**config.mk**
```make
export PLATFORM = sky130hd
export DESIGN_NAME = uart_receiver
export DESIGN_NICKNAME = d
export VERILOG_FILES = /design/src/rtl/uart_pkg.sv /design/src/rtl/sync_ff.sv /design/src/rtl/uart_receiver.sv
export SDC_FILE = /design/constraint.sdc
export NUM_CORES = 1
export LEC_CHECK = 0
export CAP_MARGIN = 20
export CORE_ASPECT_RATIO = 2
export CORE_MARGIN = 4
export CORE_UTILIZATION = 50
export CTS_CLUSTER_SIZE = 8
export DETAILED_ROUTE_END_ITERATION = 16
export GPL_ROUTABILITY_DRIVEN = 0
export PLACE_DENSITY = 0.79
export RECOVER_POWER = 25
export SLEW_MARGIN = 15
export SYNTH_ARGS = -nofsm -noshare
export SYNTH_HDL_FRONTEND = slang
export SYNTH_HIERARCHICAL = 1
export SYNTH_SLANG_ARGS = --single-unit
```
**constraint.sdc**
```tcl
create_clock -name clk_i -period 2.3 [get_ports clk_i]
set_input_delay 0.23 -clock clk_i [delete_from_list [all_inputs] [get_ports clk_i]]
set_output_delay 0.23 -clock clk_i [all_outputs]
set_load 0.02 [all_outputs]
```
**src/rtl/uart_pkg.sv**
```systemverilog
// Shared types for the UART receive path: line configuration, encodings and receiver states.
package uart_pkg;

    localparam int unsigned OversampleDefault = 16;

    typedef enum logic [1:0] {
        Dw5Bit = 2'd0,
        Dw6Bit = 2'd1,
        Dw7Bit = 2'd2,
        Dw8Bit = 2'd3
    } data_width_e;

    typedef enum logic [1:0] {
        ParityEven      = 2'd0,
        ParityOdd       = 2'd1,
        ParityDisabled1 = 2'd2,
        ParityDisabled2 = 2'd3
    } parity_e;

    // Encodings 2 and 3 are reserved and behave as a single stop bit.
    typedef enum logic [1:0] {
        Stop1Bit  = 2'd0,
        Stop2Bit  = 2'd1,
        StopRsvd2 = 2'd2,
        StopRsvd3 = 2'd3
    } stop_bits_e;

    typedef struct packed {
        data_width_e data_width;
        parity_e     parity_mode;
        stop_bits_e  stop_bits;
    } uart_config_s;

    typedef enum logic [2:0] {
        StIdle   = 3'd0,
        StStart  = 3'd1,
        StData   = 3'd2,
        StParity = 3'd3,
        StStop   = 3'd4,
        StDone   = 3'd5
    } rx_fsm_e;

    function automatic logic parity_enabled(input parity_e mode);
        return (mode == ParityEven) || (mode == ParityOdd);
    endfunction

    // Index of the last data bit (bit counter value) for a given width.
    function automatic logic [2:0] last_data_bit(input data_width_e dw);
        return 3'd4 + {1'b0, dw};
    endfunction

endpackage

```
**src/rtl/sync_ff.sv**
```systemverilog
// Multi-flop synchroniser for a single asynchronous level; reset value is configurable.
module sync_ff #(
    parameter int unsigned Stages   = 2,
    parameter logic        ResetVal = 1'b1
) (
    input  logic clk_i,
    input  logic rst_i,
    input  logic d_i,
    output logic q_o
);

    logic [Stages-1:0] sync_q;

    generate
        if (Stages == 1) begin : g_single
            always_ff @(posedge clk_i) begin
                if (rst_i) begin
                    sync_q <= ResetVal;
                end else begin
                    sync_q <= d_i;
                end
            end
        end else begin : g_chain
            always_ff @(posedge clk_i) begin
                if (rst_i) begin
                    sync_q <= {Stages{ResetVal}};
                end else begin
                    sync_q <= {sync_q[Stages-2:0], d_i};
                end
            end
        end
    endgenerate

    assign q_o = sync_q[Stages-1];

endmodule

```
**src/rtl/uart_receiver.sv**
```systemverilog
// 16x-oversampled UART receiver: start-bit validation, 5-8 data bits LSB first,
// optional parity capture, 1/2 stop bits, and a one-cycle completion strobe.
module uart_receiver
    import uart_pkg::*;
#(
    parameter int unsigned OVERSAMPLE  = OversampleDefault,
    parameter int unsigned SYNC_STAGES = 2
) (
    input  logic         clk_i,
    input  logic         rst_i,
    input  logic         ov_tick_i,
    input  logic         rx_i,
    input  uart_config_s config_i,
    input  logic         rx_fifo_full_i,
    output logic [7:0]   data_rx_o,
    output logic         parity_o,
    output logic         frame_error_o,
    output logic         overrun_o,
    output logic         rx_done_o,
    output logic         rx_fifo_write_o,
    output logic         busy_o
);

    localparam int unsigned TickW = $clog2(OVERSAMPLE);
    // The detection tick is tick 0, so the start-bit centre is reached when the
    // counter reads OVERSAMPLE/2 - 2 on the next tick.
    localparam logic [TickW-1:0] TickStartCentre = TickW'(OVERSAMPLE / 2 - 2);
    localparam logic [TickW-1:0] TickLast        = TickW'(OVERSAMPLE - 1);

    logic rx_s;

    sync_ff #(
        .Stages   (SYNC_STAGES),
        .ResetVal (1'b1)
    ) u_rx_sync (
        .clk_i (clk_i),
        .rst_i (rst_i),
        .d_i   (rx_i),
        .q_o   (rx_s)
    );

    rx_fsm_e      state_q, state_d;
    logic [TickW-1:0] tick_q, tick_d;
    logic [2:0]   bit_q, bit_d;
    logic         stop_q, stop_d;
    logic         armed_q, armed_d;
    uart_config_s cfg_q, cfg_d;
    logic [7:0]   shift_q, shift_d;
    logic         par_q, par_d;
    logic         ferr_q, ferr_d;
    logic [7:0]   data_out_q, data_out_d;
    logic         par_out_q, par_out_d;
    logic         ferr_out_q, ferr_out_d;

    logic       centre;
    logic [7:0] shifted;

    assign centre  = ov_tick_i && (tick_q == TickLast);
    assign shifted = {rx_s, shift_q[7:1]};

    always_comb begin
        state_d    = state_q;
        tick_d     = tick_q;
        bit_d      = bit_q;
        stop_d     = stop_q;
        armed_d    = armed_q;
        cfg_d      = cfg_q;
        shift_d    = shift_q;
        par_d      = par_q;
        ferr_d     = ferr_q;
        data_out_d = data_out_q;
        par_out_d  = par_out_q;
        ferr_out_d = ferr_out_q;

        unique case (state_q)
            StIdle: begin
                if (ov_tick_i) begin
                    if (rx_s) begin
                        armed_d = 1'b1;
                    end else if (armed_q) begin
                        state_d = StStart;
                        tick_d  = '0;
                        armed_d = 1'b0;
                        cfg_d   = config_i;
                        shift_d = '0;
                        par_d   = 1'b0;
                        ferr_d  = 1'b0;
                    end
                end
            end

            StStart: begin
                if (ov_tick_i) begin
                    tick_d = tick_q + 1'b1;
                    if (tick_q == TickStartCentre) begin
                        tick_d = '0;
                        if (!rx_s) begin
                            state_d = StData;
                            bit_d   = '0;
                        end else begin
                            state_d = StIdle;
                        end
                    end
                end
            end

            StData: begin
                if (ov_tick_i) begin
                    tick_d = tick_q + 1'b1;
                end
                if (centre) begin
                    shift_d = shifted;
                    bit_d   = bit_q + 1'b1;
                    if (bit_q == last_data_bit(cfg_q.data_width)) begin
                        // Bits arrive at the MSB end; right-justify with zero fill.
                        shift_d = shifted >> (3'd3 - {1'b0, cfg_q.data_width});
                        stop_d  = 1'b0;
                        state_d = parity_enabled(cfg_q.parity_mode) ? StParity : StStop;
                    end
                end
            end

            StParity: begin
                if (ov_tick_i) begin
                    tick_d = tick_q + 1'b1;
                end
                if (centre) begin
                    par_d   = rx_s;
                    state_d = StStop;
                end
            end

            StStop: begin
                if (ov_tick_i) begin
                    tick_d = tick_q + 1'b1;
                end
                if (centre) begin
                    if (!rx_s) begin
                        ferr_d = 1'b1;
                    end
                    if ((cfg_q.stop_bits == Stop2Bit) && !stop_q) begin
                        stop_d = 1'b1;
                    end else begin
                        state_d    = StDone;
                        data_out_d = shift_q;
                        par_out_d  = par_q;
                        ferr_out_d = ferr_q | ~rx_s;
                    end
                end
            end

            StDone: begin
                state_d = StIdle;
                armed_d = 1'b0;
            end

            default: begin
                state_d = StIdle;
                armed_d = 1'b0;
            end
        endcase
    end

    always_ff @(posedge clk_i) begin
        if (rst_i) begin
            state_q    <= StIdle;
            tick_q     <= '0;
            bit_q      <= '0;
            stop_q     <= 1'b0;
            armed_q    <= 1'b0;
            cfg_q      <= '0;
            shift_q    <= '0;
            par_q      <= 1'b0;
            ferr_q     <= 1'b0;
            data_out_q <= '0;
            par_out_q  <= 1'b0;
            ferr_out_q <= 1'b0;
        end else begin
            state_q    <= state_d;
            tick_q     <= tick_d;
            bit_q      <= bit_d;
            stop_q     <= stop_d;
            armed_q    <= armed_d;
            cfg_q      <= cfg_d;
            shift_q    <= shift_d;
            par_q      <= par_d;
            ferr_q     <= ferr_d;
            data_out_q <= data_out_d;
            par_out_q  <= par_out_d;
            ferr_out_q <= ferr_out_d;
        end
    end

    assign rx_done_o       = (state_q == StDone);
    assign overrun_o       = rx_done_o & rx_fifo_full_i;
    assign rx_fifo_write_o = rx_done_o & ~rx_fifo_full_i;
    assign busy_o          = (state_q != StIdle);
    assign data_rx_o       = data_out_q;
    assign parity_o        = par_out_q;
    assign frame_error_o   = ferr_out_q;

endmodule

```
After elaboration in Yosys (flattened, before gate mapping)
Cells that the tools add are included.
Widths: inputs -> output; s select.
- register bits after elaboration: 40
- logic and storage cells: 123
- output and inout port bits: 14
- input port bits: 11
- muxes and demuxes: 47
- bitwise gates (word level): 7
- reduce and logical (&&, ||, !) cells: 25
- eq/ne operators: 24
- $add $sub $neg: 4
- shift-type cells: 1
- operators with widths (kind ; number):
    $mux 3 ; 15
    $mux 8 ; 5
    $ne 2x2->1 const B ; 13
    $mux 4 ; 6
    $reduce_and 5->1 ; 4
    $pmux 8 s2 ; 1
    $pmux 3 s5 ; 1
    $mux 1 ; 12
    $pmux 4 s3 ; 1
    $reduce_and 6->1 ; 2
    $reduce_and 10->1 ; 1
    $reduce_bool 2->1 ; 5
    $pmux 1 s2 ; 4
    $shr 8x3->8 ; 1
    $eq 3x2->1 const B ; 2
    $eq 3x3->1 const B ; 2
    $pmux 3 s2 ; 1
    $reduce_bool 3->1 ; 2
    $add 4x1->4 const B ; 1
    $eq 2x1->1 const B ; 2
    $eq 4x3->1 const B ; 1
    $eq 4x4->1 const B ; 1
    $not 1->1 ; 4
    $reduce_and 4->1 ; 1
    other kinds (18) ; 20

Logic depth before layout (Yosys ltp)
Gate-level depths: netlist of run 1.
- depth after elaboration: 6
- mapped depth: 8
- mapped depth without buffers: 7

Modules after synthesis
The synthesis of run 1 kept the hierarchy.
- modules (own cells, without submodules) (module ; instances ; area each (um^2) ; cells each ; seq. area each (um^2)):
    uart_receiver ; 1 ; 1973.1 ; 234 ; 740.7
    sync_ff ; 1 ; 52.6 ; 4 ; 40.0

Worst setup path before layout of run 1
No wires, ideal clock.
- path kind: reg-to-reg
- start: register tick_q[0]
- end: register state_q[1]
- arrival time: 1.734 ns
- path buffers: 1
- period minus slack after synthesis: 1.857 ns
- library setup time: 0.123 ns
- path slack: 0.443 ns
- required time: 2.177 ns
- cell stages (with the launch flop): 8
- path through: dfxtp_1 > ha_1 > and4_1 > buf_4 > o21ai_1 > a221oi_2 > a21boi_2 > mux2_1
- word-level cells in the longest chain between the ends: 4
- elaborated cells on any way between the ends: 8
- those cells by class: eq/ne (6); reduce/logical (2)
- RTL lines (what ; RTL line ; source):
    start: declaration ; uart_receiver.sv:43 ; logic [TickW-1:0] tick_q, tick_d;
    start signal: assignment ; uart_receiver.sv:180 ; tick_q <= tick_d;
    $eq 4x4->1 ; uart_receiver.sv:58 ; assign centre = ov_tick_i && (tick_q == TickLast);
    $logic_and 1x1->1 ; uart_receiver.sv:58 ;
    $ne 2x2->1 (no source line) ; -- ;
    $reduce_and 10->1 (no source line) (*) ; -- ;
    end signal: assignment ; uart_receiver.sv:166 ; state_q <= StIdle;
    end signal: assignment ; uart_receiver.sv:179 ; state_q <= state_d;
    end: declaration ; uart_receiver.sv:42 ; rx_fsm_e state_q, state_d;
Every way passes the cells marked *; elsewhere a longest branch is shown, timed or not.
A chain may end at the register's enable or synchronous reset.

Worst setup path after layout of run 1
- start: register state_q[2]
- end: register cfg_q[3] in the netlist's numbering
- word-level cells in the longest chain between the ends: 2
- RTL lines (what ; RTL line ; source):
    $logic_not 3->1 ; uart_receiver.sv:75 ; unique case (state_q)
    $reduce_and 4->1 (no source line) ; -- ;
    end signal: assignment ; uart_receiver.sv:184 ; cfg_q <= cfg_d;
    end: declaration ; uart_receiver.sv:47 ; uart_config_s cfg_q, cfg_d;
No other way between the ends.

==> impl_results.md, run 1 <==
* Status: complete, no violations
* Mapped Cells at approximately 240
* Residual DRC at 0
* FF-to-FF setup slack at roughly 0.29 ns
* TNS Setup at 0 ns
* Vias in the first global route at 1838
* Relative slew margins at 0.5987
* H-Tree Depth at 2
* Arrival @ worst endpoint at ~2.2 ns
* Row count at 32
* PwrDens at 755.0 nW/um2
* Die area at slightly above 5000 um2
* Initial antenna violation count at 0
* Worst EP required at between 2 and 2.5 ns
* Clock Skew at between 0.003 and 0.004 ns
* Worst Path Max Fanout at 12
* Leading cell type in the layout, fill and taps excluded: dfxtp_1
* Layout area overhead at 20.69%
* Top delay family on crit path: buffers and inverters
* TritonCTS clock tree: yes
* Top FF cell, synth: dfxtp_1
* Initial core utilization at 0.5216
* Worst path max stage delay at 0.48 ns
* Leak at 0.9261 nW
* Syn nets at 252
* Clock Sinks at 39
* Post-DP Area at 2335 um2
* Die height at 98.02 um
* Minimum clock period at just over 2 ns
* Global-route wire length before repair at about 7900 um
* Slowest stage cell, crit path: clkbuf_1
* Post-route clock period utilization at 0.8759
* Synth warnings at 6
* Ant diodes at 0
* Num CTS Buffers at 5
* NumNets Final at around 280
* Fin util at 0.6295
* Layout fillers at between 300 and 400
* I/O pin cnt at 25
* Detail Route Antenna Nets at 0
* CP cell instances: clkbuf_1, nand4b_1, clkbuf_1, mux2i_1, nor2_1
* Port Buffers at 23
* Core Footprint at between 3000 and 4000 um2
* DRT Wirelength at 4622 um
* Die X at approximately 53 um
* EDFF count, synth at 0
* Seq/Total Area, Yosys at 0.3854
* WL/cell at about 15 um
* Grt total ovfl at 0
* Top cell by count, worst path: clkbuf_1
* Synth cell types at 55
* Via/cell ratio at approximately 5.8
* Type of origin of the critical path: flip-flop
* Buffers & Inverters on Critical Path at 2
* Final instance area at about 2400 um2
* Max Fclk at between 400 and 500 MHz
* Worst Setup End Kind: flip-flop
* Synth Area per Inst at 8.511 um2
* FFs w/ async S/R, synth at 0
* GRT Total Usage at 0.1990
* Final worst setup slack at 0.2855 ns
* Kind of critical path: reg2reg
* Dpl hpwl at ~3500 um
* Total setup buffers inserted after CTS at 0
* Commonest cells after routing, fill and taps aside: dfxtp_1 (39), nor2_1 (35), a21oi_1 (20), mux2i_1 (14), clkdlybuf4s50_1 (13)
* Pre-CTS setup slack at approximately 0.21 ns
* Share of layout cells above drive strength 1 at 0.1132
* DRT iter0 DRCs at 23
* Cts hold-fix bufs at 0
* Setup violators final at 0
* Worst VDD drop at 0.6595 mV
* Clock buffer depth at 2
* Largest net degree at the start of global routing at 15
* Worst-path clk slew at approximately 0.080 ns
* TritonRoute pass-1 iters at 4
* Hold WC Path Type: reg2reg
* Post-CTS Resized at 0
* Synth Cell Area at ~2000 um2
* RSZ-0062 raised after global routing: no
* Synth Register Bits at 39
* Root Driver: clkbuf_8
* Clock Latency Late Sink at between 0.2 and 0.3 ns
* Hold Vio Cnt, Final at 0
* Max_cap viols at 0
* Hold_ws at about 0.42 ns
* Fin. max-slew vios at 0
* DR vias at approximately 1800
* Worst Max-Slew Pin Slew at approximately 0.6 ns
final cells by class:
| type | count | area (um2) | share of cell area |
|---|---|---|---|
| inverter | 4 | 15.01 | 0.006141 |
| multi-input combinational | 177 | 1140 | 0.4662 |
| clock buffer | 6 | 82.58 | 0.03378 |
| tap | 51 | 63.81 | 0.02610 |
| sequential | 39 | 780.7 | 0.3193 |
| clock inverter | 2 | 38.79 | 0.01586 |
| timing repair buffer | 37 | 324.1 | 0.1325 |
path summary, 6_finish.rpt:
check                 startpoint  depth (start not counted)                   to
min          u_rx_sync/sync_q[0]                          1  u_rx_sync/sync_q[1]
max reg2reg           state_q[2]                          5             cfg_q[3]
max                   state_q[2]                          5             cfg_q[3]
min reg2reg  u_rx_sync/sync_q[0]                          1  u_rx_sync/sync_q[1]
synth_stat cells (all sizes together), types with 3 or more instances:
cell    instances  area (um2)
dfxtp          39       780.8
nand2          11       41.29
ha              3       37.54
o31ai           3       22.52
a32oi           3       26.28
nand2b          6       37.54
o21ai          12       63.81
nand3           5       25.02
nor3            7       35.03
nor2b           6       37.54
buf            10       60.05
clkbuf          8       30.03
nor2           36       137.6
nand3b          4       30.03
a21oi          20       100.1
mux2i          14       140.1
mux2            4       45.04
inv             4       15.01
and2            4       25.02
registers in the layout, summed over array words and instances (netlist names):
signal / cells
state_q: 3
data_rx_o: 8
armed_q: 1
stop_q: 1
shift_q: 8
ferr_q: 1
cfg_q: 5
par_q: 1
u_rx_sync/sync_q: 2
tick_q: 4
bit_q: 3
parity_o: 1
frame_error_o: 1
cells by family (layout without fill, tap and decap cells):
| logic type | Yosys count | in the layout | synth area share |
|---|---|---|---|
| compound gates | 59 | 59 | 0.1927 |
| mux | 19 | 19 | 0.1025 |
| simple gates | 94 | 94 | 0.2403 |
| flops | 39 | 39 | 0.3854 |
| fa+ha+maj | 3 | 3 | 0.01853 |
| xor+xnor | 2 | 2 | 0.008649 |
| buf+inv | 22 | 49 | 0.05188 |
routing by layer:
| metal | routed length [um] | GRT usage |
|---|---|---|
| met1 | 1662 | 0.1897 |
| met3 | 113 | 0.02748 |
| met5 | 0 | 0 |
| met2 | 2632 | 0.3697 |
| met4 | 213 | 0.1240 |
stage by stage:
step,cells,power (mW)
6_report,316,1.846
5_1_grt,316,1.945
4_1_cts,316,1.869
3_5_place_dp,308,1.265
3_3_place_gp,308,1.253
2_1_floorplan,238,1.096
worst reg2reg max path, stage by stage, from the launching register on:
cell      delay (ns)
dfxtp_1         0.45
clkbuf_1        0.42
nand4b_1        0.20
clkbuf_1        0.48
mux2i_1         0.28
nor2_1          0.06
where the power goes:
group	switching, mW	leakage, nW	internal (mW)
Combinational	0.273	0.549	0.221
Clock	0.251	0.0618	0.357
Sequential	0.0387	0.315	0.705
Total	0.563	0.926	1.28
Note: power is estimated with default switching activity, not from simulation.
==> run 2, diff against run 1 <==
--- a/config.mk
+++ b/config.mk
@@ -14,6 +14,7 @@
 export GPL_ROUTABILITY_DRIVEN = 0
 export PLACE_DENSITY = 0.79
 export RECOVER_POWER = 25
+export SETUP_SLACK_MARGIN = 0.02
 export SLEW_MARGIN = 15
 export SYNTH_ARGS = -nofsm -noshare
 export SYNTH_HDL_FRONTEND = slang
==> results of run 2 <==
Same layout as run 1: the final DEF is identical, and so are final timing and power.
